==> src/rtl/seg7_pkg.sv <==
// Shared 7-segment definitions: segment patterns {a,b,c,d,e,f,g,dp} and scan states.
package seg7_pkg;

    typedef enum logic {
        S_BLANK = 1'b0,
        S_DRIVE = 1'b1
    } state_t;

    localparam logic [7:0] SEG_0     = 8'b1111_1100;
    localparam logic [7:0] SEG_1     = 8'b0110_0000;
    localparam logic [7:0] SEG_2     = 8'b1101_1010;
    localparam logic [7:0] SEG_3     = 8'b1111_0010;
    localparam logic [7:0] SEG_4     = 8'b0110_0110;
    localparam logic [7:0] SEG_5     = 8'b1011_0110;
    localparam logic [7:0] SEG_6     = 8'b1011_1110;
    localparam logic [7:0] SEG_7     = 8'b1110_0000;
    localparam logic [7:0] SEG_8     = 8'b1111_1110;
    localparam logic [7:0] SEG_9     = 8'b1111_0110;
    localparam logic [7:0] SEG_A     = 8'b1110_1110;
    localparam logic [7:0] SEG_B     = 8'b0011_1110;
    localparam logic [7:0] SEG_C     = 8'b1001_1100;
    localparam logic [7:0] SEG_D     = 8'b0111_1010;
    localparam logic [7:0] SEG_E     = 8'b1001_1110;
    localparam logic [7:0] SEG_F     = 8'b1000_1110;
    localparam logic [7:0] SEG_BLANK = 8'b0000_0000;

    // Pattern for one hex digit with the dp bit cleared.
    function automatic logic [7:0] seg_pattern(input logic [3:0] v);
        logic [7:0] p;
        case (v)
            4'h0: p = SEG_0;
            4'h1: p = SEG_1;
            4'h2: p = SEG_2;
            4'h3: p = SEG_3;
            4'h4: p = SEG_4;
            4'h5: p = SEG_5;
            4'h6: p = SEG_6;
            4'h7: p = SEG_7;
            4'h8: p = SEG_8;
            4'h9: p = SEG_9;
            4'hA: p = SEG_A;
            4'hB: p = SEG_B;
            4'hC: p = SEG_C;
            4'hD: p = SEG_D;
            4'hE: p = SEG_E;
            default: p = SEG_F;
        endcase
        return p;
    endfunction

endpackage

==> src/rtl/seg7_lut.sv <==
// Combinational digit encoder: hex value + decimal point + blank -> segment pattern.
module seg7_lut
    import seg7_pkg::*;
(
    input  logic [3:0] bcd,
    input  logic       dp,
    input  logic       blank,
    output logic [7:0] seg
);

    always_comb begin
        seg = SEG_BLANK;
        if (!blank) begin
            seg    = seg_pattern(bcd);
            seg[0] = dp;
        end
    end

endmodule

==> src/rtl/seg7_scan_driver.sv <==
// Multiplexed common-anode display driver with inter-digit blanking and
// frame-synchronous double buffering of the displayed digits.
module seg7_scan_driver
    import seg7_pkg::*;
#(
    parameter int NUM_DIGITS  = 2,
    parameter int REFRESH_DIV = 100000,
    parameter int BLANK_CYC   = 1000,
    parameter int BLANK_LZ    = 1
) (
    input  logic                      clk,
    input  logic                      rst,
    input  logic [4*NUM_DIGITS-1:0]   bcd_in,
    input  logic [NUM_DIGITS-1:0]     dp_in,
    input  logic                      load,
    output logic [7:0]                seg,
    output logic [NUM_DIGITS-1:0]     an_n,
    output logic                      frame_done
);

    localparam int CNT_MAX = (REFRESH_DIV > BLANK_CYC) ? REFRESH_DIV : BLANK_CYC;
    localparam int CNT_W   = (CNT_MAX > 1) ? $clog2(CNT_MAX) : 1;
    localparam int IDX_W   = (NUM_DIGITS > 1) ? $clog2(NUM_DIGITS) : 1;

    localparam logic [CNT_W-1:0] BLANK_LAST = CNT_W'(BLANK_CYC - 1);
    localparam logic [CNT_W-1:0] DRIVE_LAST = CNT_W'(REFRESH_DIV - 1);
    localparam logic [IDX_W-1:0] IDX_LAST   = IDX_W'(NUM_DIGITS - 1);

    state_t                  state_q, state_d;
    logic [IDX_W-1:0]        idx_q, idx_d;
    logic [CNT_W-1:0]        cnt_q, cnt_d;
    logic [4*NUM_DIGITS-1:0] pend_bcd_q, pend_bcd_d, act_bcd_q, act_bcd_d;
    logic [NUM_DIGITS-1:0]   pend_dp_q, pend_dp_d, act_dp_q, act_dp_d;
    logic [7:0]              seg_q, seg_d;
    logic [NUM_DIGITS-1:0]   an_n_q, an_n_d;
    logic                    frame_done_q, frame_done_d;

    logic [NUM_DIGITS-1:0]   zero_up;
    logic                    all_zero;
    logic [3:0]              cur_bcd;
    logic                    cur_dp;
    logic                    cur_blank;
    logic [7:0]              lut_seg;

    always_comb begin
        state_d      = state_q;
        idx_d        = idx_q;
        cnt_d        = cnt_q;
        pend_bcd_d   = load ? bcd_in : pend_bcd_q;
        pend_dp_d    = load ? dp_in  : pend_dp_q;
        act_bcd_d    = act_bcd_q;
        act_dp_d     = act_dp_q;
        frame_done_d = 1'b0;
        case (state_q)
            S_BLANK: begin
                if (cnt_q == BLANK_LAST) begin
                    state_d = S_DRIVE;
                    cnt_d   = '0;
                end else begin
                    cnt_d = cnt_q + 1'b1;
                end
            end
            S_DRIVE: begin
                if (cnt_q == DRIVE_LAST) begin
                    state_d = S_BLANK;
                    cnt_d   = '0;
                    if (idx_q == IDX_LAST) begin
                        // Frame boundary: a load on this very cycle bypasses the pending buffer.
                        idx_d        = '0;
                        frame_done_d = 1'b1;
                        act_bcd_d    = load ? bcd_in : pend_bcd_q;
                        act_dp_d     = load ? dp_in  : pend_dp_q;
                    end else begin
                        idx_d = idx_q + 1'b1;
                    end
                end else begin
                    cnt_d = cnt_q + 1'b1;
                end
            end
            default: state_d = S_BLANK;
        endcase
    end

    // Outputs are decoded from the next state so they register alongside it.
    always_comb begin
        all_zero  = 1'b1;
        zero_up   = '0;
        cur_bcd   = 4'd0;
        cur_dp    = 1'b0;
        cur_blank = 1'b0;
        for (int k = NUM_DIGITS - 1; k >= 0; k--) begin
            all_zero   = all_zero & (act_bcd_d[4*k +: 4] == 4'd0);
            zero_up[k] = all_zero;
        end
        for (int k = 0; k < NUM_DIGITS; k++) begin
            if (idx_d == IDX_W'(k)) begin
                cur_bcd   = act_bcd_d[4*k +: 4];
                cur_dp    = act_dp_d[k];
                cur_blank = (BLANK_LZ != 0) && (k > 0) && zero_up[k];
            end
        end
    end

    seg7_lut u_lut (
        .bcd   (cur_bcd),
        .dp    (cur_dp),
        .blank (cur_blank),
        .seg   (lut_seg)
    );

    always_comb begin
        seg_d = (state_d == S_DRIVE) ? lut_seg : SEG_BLANK;
        for (int k = 0; k < NUM_DIGITS; k++) begin
            an_n_d[k] = !((state_d == S_DRIVE) && (idx_d == IDX_W'(k)));
        end
    end

    always_ff @(posedge clk) begin
        if (rst) begin
            state_q      <= S_BLANK;
            idx_q        <= '0;
            cnt_q        <= '0;
            pend_bcd_q   <= '0;
            pend_dp_q    <= '0;
            act_bcd_q    <= '0;
            act_dp_q     <= '0;
            seg_q        <= SEG_BLANK;
            an_n_q       <= '1;
            frame_done_q <= 1'b0;
        end else begin
            state_q      <= state_d;
            idx_q        <= idx_d;
            cnt_q        <= cnt_d;
            pend_bcd_q   <= pend_bcd_d;
            pend_dp_q    <= pend_dp_d;
            act_bcd_q    <= act_bcd_d;
            act_dp_q     <= act_dp_d;
            seg_q        <= seg_d;
            an_n_q       <= an_n_d;
            frame_done_q <= frame_done_d;
        end
    end

    assign seg        = seg_q;
    assign an_n       = an_n_q;
    assign frame_done = frame_done_q;

endmodule

==> config.mk <==
export PLATFORM = sky130hd
export DESIGN_NAME = seg7_scan_driver
export DESIGN_NICKNAME = d
export VERILOG_FILES = /design/src/rtl/seg7_pkg.sv /design/src/rtl/seg7_lut.sv /design/src/rtl/seg7_scan_driver.sv
export SDC_FILE = /design/constraint.sdc
export NUM_CORES = 1
export LEC_CHECK = 0
export CAP_MARGIN = 5
export CORE_UTILIZATION = 55
export DETAILED_ROUTE_END_ITERATION = 16
export GPL_ROUTABILITY_DRIVEN = 0
export GPL_TIMING_DRIVEN = 0
export PLACE_DENSITY_LB_ADDON = 0.2
export SYNTH_ARGS = -nofsm -noshare
export SYNTH_HDL_FRONTEND = slang
export SYNTH_SLANG_ARGS = --single-unit
==> constraint.sdc <==
create_clock -name clk -period 2.9 [get_ports clk]
set_input_delay 0.435 -clock clk [delete_from_list [all_inputs] [get_ports clk]]
set_output_delay 0.435 -clock clk [all_outputs]
set_load 0.02 [all_outputs]
After elaboration in Yosys (flattened, before gate mapping)
Memories as Yosys holds them, arrays and structs flattened. A register that Yosys moved wholly into a read port is not among the register bits.
Cells that the tools add are included.
{"block": "word_totals", "inputBits": 13, "elab_cells": 47, "mem_count": 1, "romBits": 112, "out_inout_bits": 11, "regBits": 50}
{"block": "classes", "reduce_logical": 7, "n_mux": 21, "n_addsub": 2, "n_eq_ne": 2, "bitwise": 4}
{"memory": "(name not given)", "words": 16, "word_bits": 7, "read_ports": 1, "rd_clocked_by_memory_dff": 1, "wr": 0, "line_no": "seg7_pkg.sv:30", "source": "case (v)"}
{"op": "17-bit 2-to-1 mux", "count": 2}
{"op": "17-bit case mux with 2 select lines", "count": 1}
{"op": "8-bit 2-to-1 mux", "count": 4}
{"op": "17-bit by 1-bit adder with 17-bit output, second input constant", "count": 1}
{"op": "17-bit by 10-bit equality test with 1-bit output, second input constant", "count": 1}
{"op": "17-bit equality test, second input constant", "count": 1}
{"op": "1-bit 2-to-1 mux", "count": 8}
{"op": "2-bit 2-to-1 mux", "count": 4}
{"op": "3-bit OR reduction", "count": 2}
{"op": "4-bit logical NOT", "count": 1}
{"op": "4-bit 2-to-1 mux", "count": 1}
{"op": "1-bit inverter", "count": 4}
{"op": "1-bit logical AND", "count": 2}
{"op": "1-bit logical NOT", "count": 2}
{"op": "1-bit case mux with 2 select lines", "count": 1}
{"op": "1-bit adder, second input constant", "count": 1}

Logic depth before layout (Yosys ltp)
Gate-level depths: netlist of run 1.
{"block": "depth", "ltp_word": 7, "mapped_depth": 13, "ltp_nobuf": 12}

Cells and area by module
Synthesis of run 1 repeated with hierarchy kept, for this count alone.
{"block": "hier_totals", "hier_cells": 265, "area_unflattened_um2": 2498.6}
{"mod": "seg7_scan_driver", "n_inst": 1, "cells_per_inst": 228, "area_per_inst_um2": 2217.1}
{"mod": "seg7_lut", "n_inst": 1, "cells_per_inst": 37, "area_per_inst_um2": 281.5}

Least setup slack after synthesis of run 1
OpenSTA, ideal clock, no wires.
{"block": "synth_timing", "path_kind": "reg-to-reg", "startpoint": "register cnt_q[0]", "endpoint": "register seg_q[4] (netlist: seg[4])", "setup_slack_ns": 0.392, "path_stages_with_launch": 14, "period_less_slack_ns": 2.508, "required_time_ns": 2.842, "arrival_time_ns": 2.450, "setup_ns": 0.058, "cell_sequence": "dfxtp_1 > ha_1 > and4_1 > buf_4 > and2_2 > a21oi_2 > nor2_1 > mux2_2 > inv_1 > ha_1 > inv_1 > a21oi_1 > a211oi_1 > o21a_1"}
{"block": "synth_via", "elab_chain_len": 6}
{"element": "from (decl)", "line_no": "seg7_scan_driver.sv:31", "source": "logic [CNT_W-1:0] cnt_q, cnt_d;"}
{"element": "from (signal assigned)", "line_no": "seg7_scan_driver.sv:133", "source": "cnt_q <= cnt_d;"}
{"element": "17-bit equality test", "line_no": "seg7_scan_driver.sv:64", "source": "if (cnt_q == DRIVE_LAST) begin"}
{"element": "8-bit 2-to-1 mux", "line_no": "seg7_scan_driver.sv:64"}
{"element": "8-bit 2-to-1 mux", "line_no": "seg7_scan_driver.sv:54", "source": "case (state_q)"}
{"element": "4-bit logical NOT", "line_no": "seg7_scan_driver.sv:92", "source": "all_zero = all_zero & (act_bcd_d[4*k +: 4] == 4'd0);"}
{"element": "1-bit 2-to-1 mux", "line_no": "seg7_scan_driver.sv:96", "source": "if (idx_d == IDX_W'(k)) begin"}
{"element": "3-bit OR reduction (no line)"}
{"element": "to (decl)", "line_no": "seg7_scan_driver.sv:34", "source": "logic [7:0] seg_q, seg_d;"}
Several ways; a longest one is shown, not always the timed one.
A chain may end at the register's enable or synchronous reset.

Final worst setup path of run 1
Ends and elaborated chain as after synthesis.

==> flow_metrics.env, run 1 <==
export IMPL_status="complete, no violations"
export IMPL_rr_startpoint="cnt_q[0]"
export IMPL_cp_start_kind="flip-flop"
export IMPL_ir_drop_uv=429
export IMPL_postCtsSetupBuffers=0
export IMPL_maxSlewHeadroom_pct=61.1
export IMPL_instances_no_fill=328
export IMPL_synth_seq_cells=50
export IMPL_leakage_nw=1.04
export IMPL_final_net_count=300
export IMPL_finalSetupTns_ns=0
export IMPL_fillers=317
export IMPL_ys_seq_area_share_pct=44.4
export IMPL_endpoint="seg[4]"
export IMPL_cts_tree="built"
export IMPL_cts_clk_slew_worst_paths_ns=0.08
export IMPL_finalCritPeriodShare_pct=92.4
export IMPL_critPathMaxFanout=7
export IMPL_layout_setup_ws_ns=0.221
export IMPL_synth_ff_type="dfxtp_1"
export IMPL_antenna_found_initial=0
export IMPL_fmax_mhz=373
export IMPL_drc_errors=0
export IMPL_maxCapViolations=0
export IMPL_hpwl_mm=3.08
export IMPL_holdWs_ns=0.471
export IMPL_netlist_cell_type_count=40
export IMPL_grt_overflow=0
export IMPL_use_met1_pct=25.0
export IMPL_syn2layout_area_growth_pct=17.7
export IMPL_synthArstFlopShare_pct=0
export IMPL_crit_start="cnt_q[0]"
export IMPL_synth_area_um2=2250
export IMPL_r2r_end="seg[4]"
export IMPL_worst_pin_slew_ns=0.580
export IMPL_die_w_um=66.0
export IMPL_use_met2_pct=37.1
export IMPL_slew_viol_final=0
export IMPL_pin_count=24
export IMPL_holdCritPathClass="flip-flop to flip-flop"
export IMPL_syn_inst=250
export IMPL_fin_worst_skew_ns=0.00737
export IMPL_dpl_worst_slack_ns=0.127
export IMPL_top_usage_layer="met2"
export IMPL_hold_viol=0
export IMPL_grt_pass1_wl_mm=7.16
export IMPL_postLayoutCoreUtil_pct=69.9
export IMPL_cts_buffer_depth=2
export IMPL_die_h_um=66.0
export IMPL_core_um2=3800
export IMPL_grt_max_degree=16
export IMPL_htree_levels=2
export IMPL_vias=1762
export IMPL_rsz0062_at_grt="no"
export IMPL_drt_first_pass_iters=4
export IMPL_cts_buffers=5
export IMPL_drive_gt1_share_pct=9.29
export IMPL_power_density_nw_per_um2=464
export IMPL_setup_violations_final=0
export IMPL_finalCriticalPeriod_ns=2.68
export IMPL_syn_area_per_cell_um2=9.02
export IMPL_ant_nets=0
export IMPL_synth_net_count=271
export IMPL_synth_edff_count=0
export IMPL_rows=22
export IMPL_worstPathArrival_ns=2.93
export IMPL_reg2reg_setup_slack_ns=0.22
export IMPL_antenna_cells=0
export IMPL_min_from="cnt_q[0]"
export IMPL_reg2reg_depth=13
export IMPL_cts_sink_count=50
export IMPL_clk_insertion_delay_late_ns=0.31
export IMPL_endpoint_kind="flip-flop"
export IMPL_grt_pass1_vias=1688
export IMPL_met3_usage_pct=5.00
export IMPL_dp_cells=320
export IMPL_vias_per_cell=5.37
export IMPL_cp_required_ns=3.15
export IMPL_root_buffer="clkbuf_8"
export IMPL_grt_use_total_pct=21.3
export IMPL_drt_wl_total_mm=4.14
export IMPL_wl_per_cell_um=12.6
export IMPL_portBuffers=22
export IMPL_die_area_um2=4360
export IMPL_start_util_pct=59.4
export IMPL_drt_iter0_drc=110
export IMPL_worstSetupPathType="flip-flop to flip-flop"
export IMPL_yosysWarnings=0
==> through the flow <==
step | instance area (um^2) | total power, mW
after floorplan | 2250 | 0.748
after global placement | 2530 | 0.771
after detailed placement | 2530 | 0.772
after CTS | 2640 | 1.24
after global routing | 2650 | 1.28
final | 2650 | 1.23
==> flip-flops by register name, summed over array words and instances, names as in the netlist <==
signal / cells
pend_bcd_q: 8
idx_q: 1
act_dp_q: 2
seg: 8
act_bcd_q: 8
an_n: 2
frame_done: 1
cnt_q: 17
pend_dp_q: 2
state_q: 1
==> routing by layer <==
| layer | routed length [um] | part of all wire [%] |
|---|---|---|
| met1 | 1890 | 46 |
| met2 | 2050 | 49 |
| met3 | 155 | 3.7 |
| met4 | 53 | 1.3 |
| met5 | 0 | 0 |
==> cells in the final DEF, fill, tap and decap left out, types with 2 or more instances in the layout <==
master and instances:
a211oi_1 4, a21oi_1 14, a21oi_2 2, a311oi_1 2, and2_1 2, and3_1 5
and4_1 3, buf_2 2, buf_6 2, clkbuf_1 5, clkbuf_8 5, clkdlybuf4s50_1 22
clkinv_2 2, dfxtp_1 50, ha_1 7, inv_1 7, mux2_2 2, mux2i_1 14
nand2_1 13, nand3_1 13, nand4_1 3, nor2_1 56, nor3_1 2, o211ai_1 2
o21ai_0 2, o21ai_1 2, o221a_1 3, xnor2_1 2, xor2_1 13
==> synthesized netlist by cell type, drive strengths merged (2+ instances only) <==
library cell | number | area, um^2
nor2 | 57 | 214
dfxtp | 50 | 1000
a21oi | 16 | 87.6
mux2i | 14 | 140
nand2 | 14 | 55.1
nand3 | 13 | 65.1
xor2 | 13 | 114
ha | 8 | 100
inv | 8 | 30.0
and3 | 5 | 31.3
buf | 5 | 40.0
clkbuf | 5 | 18.8
a211oi | 4 | 30.0
o21ai | 4 | 20.0
and2 | 3 | 20.0
and4 | 3 | 26.3
nand4 | 3 | 18.8
nor3 | 3 | 15.0
o221a | 3 | 33.8
a311oi | 2 | 17.5
mux2 | 2 | 22.5
nor4b | 2 | 32.5
o211ai | 2 | 15.0
xnor2 | 2 | 17.5
==> repair_timing <==
| item | 4_1_cts | 5_1_grt |
|---|---|---|
| endpoints found under the setup margin | 0 | 7 |
| resized for setup | 0 | 4 |
| hold buffers | 0 | 0 |
==> final cells by class <==
cell class | count | area, um^2 | area share (%)
clock inverter | 3 | 40.0 | 1.51
tap | 48 | 60.1 | 2.26
buffer | 10 | 58.8 | 2.22
multi-input combinational | 182 | 1170 | 44.3
clock buffer | 5 | 68.8 | 2.59
timing repair buffer | 22 | 220 | 8.30
inverter | 8 | 30.0 | 1.13
sequential | 50 | 1000 | 37.7
==> logic make-up (layout without fill, tap and decap cells) <==
family | after synthesis | count (layout) | synth area share [%]
multiplexers | 16 | 16 | 7.21
XOR/XNOR | 15 | 15 | 5.83
flip-flops | 50 | 50 | 44.4
buffers and inverters | 18 | 48 | 3.94
adder cells (fa/ha/maj) | 8 | 8 | 4.44
AND/OR/NAND/NOR | 107 | 107 | 23.4
AO/OA/AOI/OAI | 36 | 36 | 10.8
==> critical path, cell delays in order, from the launching register on <==
cell and delay (ns):
dfxtp_1 0.38, ha_2 0.23, and4_1 0.19, buf_4 0.15
and2_2 0.18, a21oi_2 0.08, nor2_2 0.16, mux2_2 0.42
inv_2 0.12, ha_1 0.23, inv_1 0.07, a21oi_1 0.05
a211oi_1 0.23, o21a_1 0.15
==> worst min path at each step <==
stage,endpoint,slack [ns],cells after the start
2_1_floorplan,cnt_q[0],0.43,1
5_1_grt,act_bcd_q[3],0.49,2
4_1_cts,act_bcd_q[3],0.48,2
3_3_place_gp,cnt_q[0],0.44,1
3_5_place_dp,cnt_q[0],0.46,1
6_report,cnt_q[0],0.47,1
==> report_power, final <==
part	internal (mW)	total, mW	switching (mW)
combinational	0.0272	0.0528	0.0257
sequential	0.698	0.703	0.00547
clock	0.254	0.475	0.221
No activity file was read; power rests on OpenSTA's default activity.
==> run 2: changes to the inputs <==
CORE_UTILIZATION = 65   (was 55)
CTS_BUF_LIST = sky130_fd_sc_hd__clkbuf_4 sky130_fd_sc_hd__clkbuf_8   (was default)
DONT_BUFFER_PORTS = 1   (was default)
==> flow_metrics.env, run 2 (synthesis results as in run 1) <==
export IMPL_postLayoutCoreUtil_pct=71.1
export IMPL_maxSlewHeadroom_pct=61.9
export IMPL_core_um2=3340
export IMPL_cp_required_ns=3.17
export IMPL_endpoint_kind="flip-flop"
export IMPL_dpl_worst_slack_ns=0.0701
export IMPL_setup_violations_final=0
export IMPL_whs_path_depth=1
export IMPL_start_util_pct=67.6
export IMPL_layout_setup_ws_ns=0.192
export IMPL_die_h_um=60.9
export IMPL_root_buffer="clkbuf_4"
export IMPL_vias_per_cell=5.63
export IMPL_worstPathArrival_ns=2.98
export IMPL_final_cell_mix="nor2_1 (56), dfxtp_1 (49), mux2i_1 (14), a21oi_1 (14)"
export IMPL_finalSetupTns_ns=0
export IMPL_ant_nets=0
export IMPL_antenna_cells=0
export IMPL_reg2reg_depth=12
export IMPL_portBuffers=0
export IMPL_fmax_mhz=369
export IMPL_grt_max_degree=15
export IMPL_hold_viol=0
export IMPL_die_w_um=60.9
export IMPL_cp_start_kind="flip-flop"
export IMPL_finalCritPeriodShare_pct=93.4
export IMPL_power_density_nw_per_um2=437
export IMPL_critPathMaxFanout=7
export IMPL_pin_count=24
export IMPL_seqCellArea_um2=1000
export IMPL_top_register="cnt_q"
export IMPL_vias=1706
export IMPL_multiInputGateArea_um2=1170
export IMPL_cts_tree="built"
export IMPL_slew_viol_final=0
export IMPL_drive_gt1_share_pct=10.1
export IMPL_cts_buffers=5
export IMPL_grt_use_total_pct=24.4
export IMPL_worstSetupPathType="flip-flop to flip-flop"
export IMPL_status="complete, no violations"
export IMPL_worst_pin_slew_ns=0.568
export IMPL_cts_buffer_depth=2
export IMPL_cts_clk_slew_worst_paths_ns=0.13
export IMPL_holdCritPathClass="input port to flip-flop"
export IMPL_drt_iter0_drc=86
export IMPL_cts_sink_count=50
export IMPL_final_net_count=278
export IMPL_grt_overflow=0
export IMPL_drt_first_pass_iters=4
export IMPL_syn2layout_area_growth_pct=5.16
export IMPL_wl_per_cell_um=13.5
export IMPL_drc_errors=0
export IMPL_holdBufCountCts=0
export IMPL_fin_worst_skew_ns=0.00646
export IMPL_largest_reg_flops=17
export IMPL_leakage_nw=0.928
export IMPL_mostFrequentLayoutCell="nor2_1"
export IMPL_rsz0062_at_grt="no"
export IMPL_hpwl_mm=3.10
export IMPL_antenna_found_initial=0
export IMPL_finalCriticalPeriod_ns=2.71
export IMPL_ir_drop_uv=313
export IMPL_maxCapViolations=0
export IMPL_htree_levels=2
export IMPL_rows=21
export IMPL_grt_pass1_vias=1491
export IMPL_clk_insertion_delay_late_ns=0.37
export IMPL_fillers=294
export IMPL_grt_pass1_wl_mm=6.58
export IMPL_drt_wl_total_mm=4.10
export IMPL_die_area_um2=3710
## run 2: cell types whose count changed in the layout (fill, tap and decap cells not counted), sizes merged
cell | previous run | this run
clkdlybuf4s50 | 22 | 0
bufinv | 1 | 0
## run 2: power by group
part | switching [mW] | internal (mW) | total [mW] | leakage [nW]
registers | 0.00540 | 0.699 | 0.704 | 0.406
logic | 0.0222 | 0.0145 | 0.0367 | 0.492
clock network | 0.208 | 0.0876 | 0.295 | 0.0308
total | 0.235 | 0.801 | 1.04 | 0.928
## run 2: area by class of cell
type	count	area share, %
Buffer	10	2.48
Clock buffer	5	1.58
Clock inverter	2	0.422
Inverter	8	1.27
Multi-Input combinational cell	182	49.6
Sequential cell	50	42.3
Tap cell	46	2.43
## run 2: through the flow
step	std cells	hold slack (ns)	power, mW	cell area, um^2
2_1_floorplan	250	0.430	0.748	2250
3_3_place_gp	296	0.443	0.755	2310
3_5_place_dp	296	0.448	0.756	2310
4_1_cts	303	0.107	1.04	2360
5_1_grt	303	0.0833	1.08	2370
6_report	303	0.112	1.04	2370
## run 2: path summary, 6_finish.rpt
check	start	endpoint	slack [ns]
setup / recovery	cnt_q[1]	seg[6]	0.19
hold / removal	rst	act_bcd_q[3]	0.11
setup reg to reg	cnt_q[1]	seg[6]	0.19
hold reg to reg	cnt_q[0]	cnt_q[0]	0.44
## run 2: worst max-delay path: stages (launching register included)
cell and delay, ns:
dfxtp_1 0.38, ha_2 0.22, and4_1 0.20, buf_4 0.15, and2_2 0.18, a21oi_2 0.08, nor2_2 0.16, mux2_2 0.43
ha_1 0.31, inv_1 0.06, nor2_1 0.11, a211oi_1 0.06, a311oi_1 0.28
## run 2: what timing repair did
item,4_1_cts,5_1_grt
setup endpoints to repair,0,6
buffers inserted,0,0
gates resized for setup,0,5
## run 2: per-layer routing
metal  track usage (%)  wire length, um  vias to the layer above
li1                  -                -                      871
met5                 0                0                        -
met4              11.4               91                        0
met3              7.25              172                       12
met1              28.3             1770                      779
met2              41.3             2060                       44
==> run 3: changes to the inputs <==
MAX_ROUTING_LAYER = met4   (was default)
==> flow_metrics.env, run 3 (synthesis results as in run 1) <==
export IMPL_status="complete, no violations"
export IMPL_portBuffers=0
export IMPL_p_sw_share_pct=22.6
export IMPL_grt_overflow=0
export IMPL_root_buffer="clkbuf_4"
export IMPL_mostFrequentLayoutCell="nor2_1"
export IMPL_cts_tree="built"
export IMPL_seqCellArea_um2=1000
export IMPL_holdCritPathClass="input port to flip-flop"
export IMPL_finalCriticalPeriod_ns=2.70
export IMPL_final_net_count=278
export IMPL_worstSetupPathType="flip-flop to flip-flop"
export IMPL_internal_power_mw=0.801
export IMPL_power_mw=1.03
export IMPL_largest_reg_flops=17
export IMPL_rsz0062_at_grt="no"
export IMPL_grt_pass1_vias=1486
export IMPL_cp_slowest_stage_delay_ns=0.43
export IMPL_cts_sink_count=50
export IMPL_hold_viol=0
export IMPL_syn2layout_area_growth_pct=5.16
export IMPL_antenna_found_initial=0
export IMPL_start_util_pct=67.6
export IMPL_drive_gt1_share_pct=10.1
export IMPL_vias=1702
export IMPL_worstPathArrival_ns=2.98
export IMPL_finalSetupTns_ns=0
export IMPL_cts_clk_slew_worst_paths_ns=0.13
export IMPL_cpMaxStageDelayCell="mux2_2"
export IMPL_drt_iter0_drc=100
export IMPL_grt_pass1_wl_mm=6.60
export IMPL_core_um2=3340
export IMPL_leakage_nw=0.928
export IMPL_final_cell_mix="nor2_1 (56), dfxtp_1 (49), mux2i_1 (14), a21oi_1 (14)"
export IMPL_dpl_worst_slack_ns=0.0701
export IMPL_holdWs_ns=0.116
export IMPL_cts_buffer_depth=2
export IMPL_pin_count=24
export IMPL_holdBufCountCts=0
export IMPL_ir_drop_uv=313
export IMPL_dp_cells=296
export IMPL_clk_insertion_delay_late_ns=0.36
export IMPL_fin_area_um2=2370
export IMPL_setup_violations_final=0
export IMPL_fin_worst_skew_ns=0.00384
export IMPL_clkPwrFrac_pct=28.4
export IMPL_die_area_um2=3710
export IMPL_endpoint_kind="flip-flop"
export IMPL_antenna_cells=0
export IMPL_grt_use_total_pct=25.2
export IMPL_drt_wl_total_mm=4.11
export IMPL_reg2reg_depth=12
export IMPL_layout_setup_ws_ns=0.196
export IMPL_worst_pin_slew_ns=0.568
export IMPL_die_w_um=60.9
export IMPL_top_register="cnt_q"
export IMPL_maxSlewHeadroom_pct=61.9
export IMPL_grt_max_degree=15
export IMPL_finalCritPeriodShare_pct=93.2
export IMPL_cp_start_kind="flip-flop"
export IMPL_cp_required_ns=3.17
export IMPL_dpl_instance_area_um2=2310
export IMPL_whs_path_depth=1
export IMPL_fillers=294
export IMPL_maxCapViolations=0
export IMPL_switchingPower_mw=0.234
export IMPL_hpwl_mm=3.10
export IMPL_slew_viol_final=0
export IMPL_drt_first_pass_iters=4
export IMPL_rows=21
export IMPL_vias_per_cell=5.62
export IMPL_cp_cell_sequence="ha_2 > and4_1 > buf_4 > and2_2 > a21oi_2 > nor2_2 > mux2_2 > ha_1 > inv_1 > nor2_1 > a211oi_1 > a311oi_1"
export IMPL_seqPwrFrac_pct=68.1
export IMPL_pwr_share_comb_pct=3.5
export IMPL_wl_per_cell_um=13.5
export IMPL_fmax_mhz=370
export IMPL_ant_nets=0
export IMPL_htree_levels=2
export IMPL_multiInputGateArea_um2=1170
export IMPL_power_density_nw_per_um2=436
export IMPL_die_h_um=60.9
export IMPL_cts_buffers=5
export IMPL_instances_no_fill=303
export IMPL_drc_errors=0
export IMPL_postLayoutCoreUtil_pct=71.1
export IMPL_critPathMaxFanout=7
## run 3: timing repair
item                                    in CTS  in global routing
buffers inserted                             0                  0
endpoints found under the setup margin       0                  6
gates resized for setup                      0                  5
## run 3: layout make-up
cell class / instances / share of cell area, %
sequential: 50 / 42.3
tap: 46 / 2.43
clock inverter: 2 / 0.422
clock buffer: 5 / 1.58
buffer: 10 / 2.48
multi-input combinational: 182 / 49.6
inverter: 8 / 1.27
## run 3: worst paths after layout
path / startpoint / endpoint / slack, ns
max: cnt_q[1] / seg[6] / 0.20
min: rst / act_bcd_q[3] / 0.12
max reg2reg: cnt_q[1] / seg[6] / 0.20
min reg2reg: cnt_q[0] / cnt_q[0] / 0.44
## run 3: metal layers
metal / global-route usage, % / wire length, um / part of all wire (%)
met5: - / 0 / 0
met4: 11.4 / 91 / 2.2
met3: 7.25 / 155 / 3.8
met2: 41.1 / 2080 / 51
met1: 28.6 / 1780 / 43
## run 3: critical path: cells and delay by family (launching register included)
kind | cells | cell delay [ns]
flip-flops | 1 | 0.38
multiplexers | 1 | 0.43
AND/OR/NAND/NOR | 4 | 0.64
AO/OA/AOI/OAI | 3 | 0.42
buffers and inverters | 2 | 0.21
adder cells (fa/ha/maj) | 2 | 0.53
## run 3: power by group through the flow
stage	logic, mW	registers (mW)	clock network (mW)
3_5_place_dp	0.0373	0.719	0
5_1_grt	0.0425	0.706	0.328
3_3_place_gp	0.0365	0.719	0
2_1_floorplan	0.0305	0.718	0
6_report	0.0367	0.704	0.294
4_1_cts	0.0373	0.704	0.299
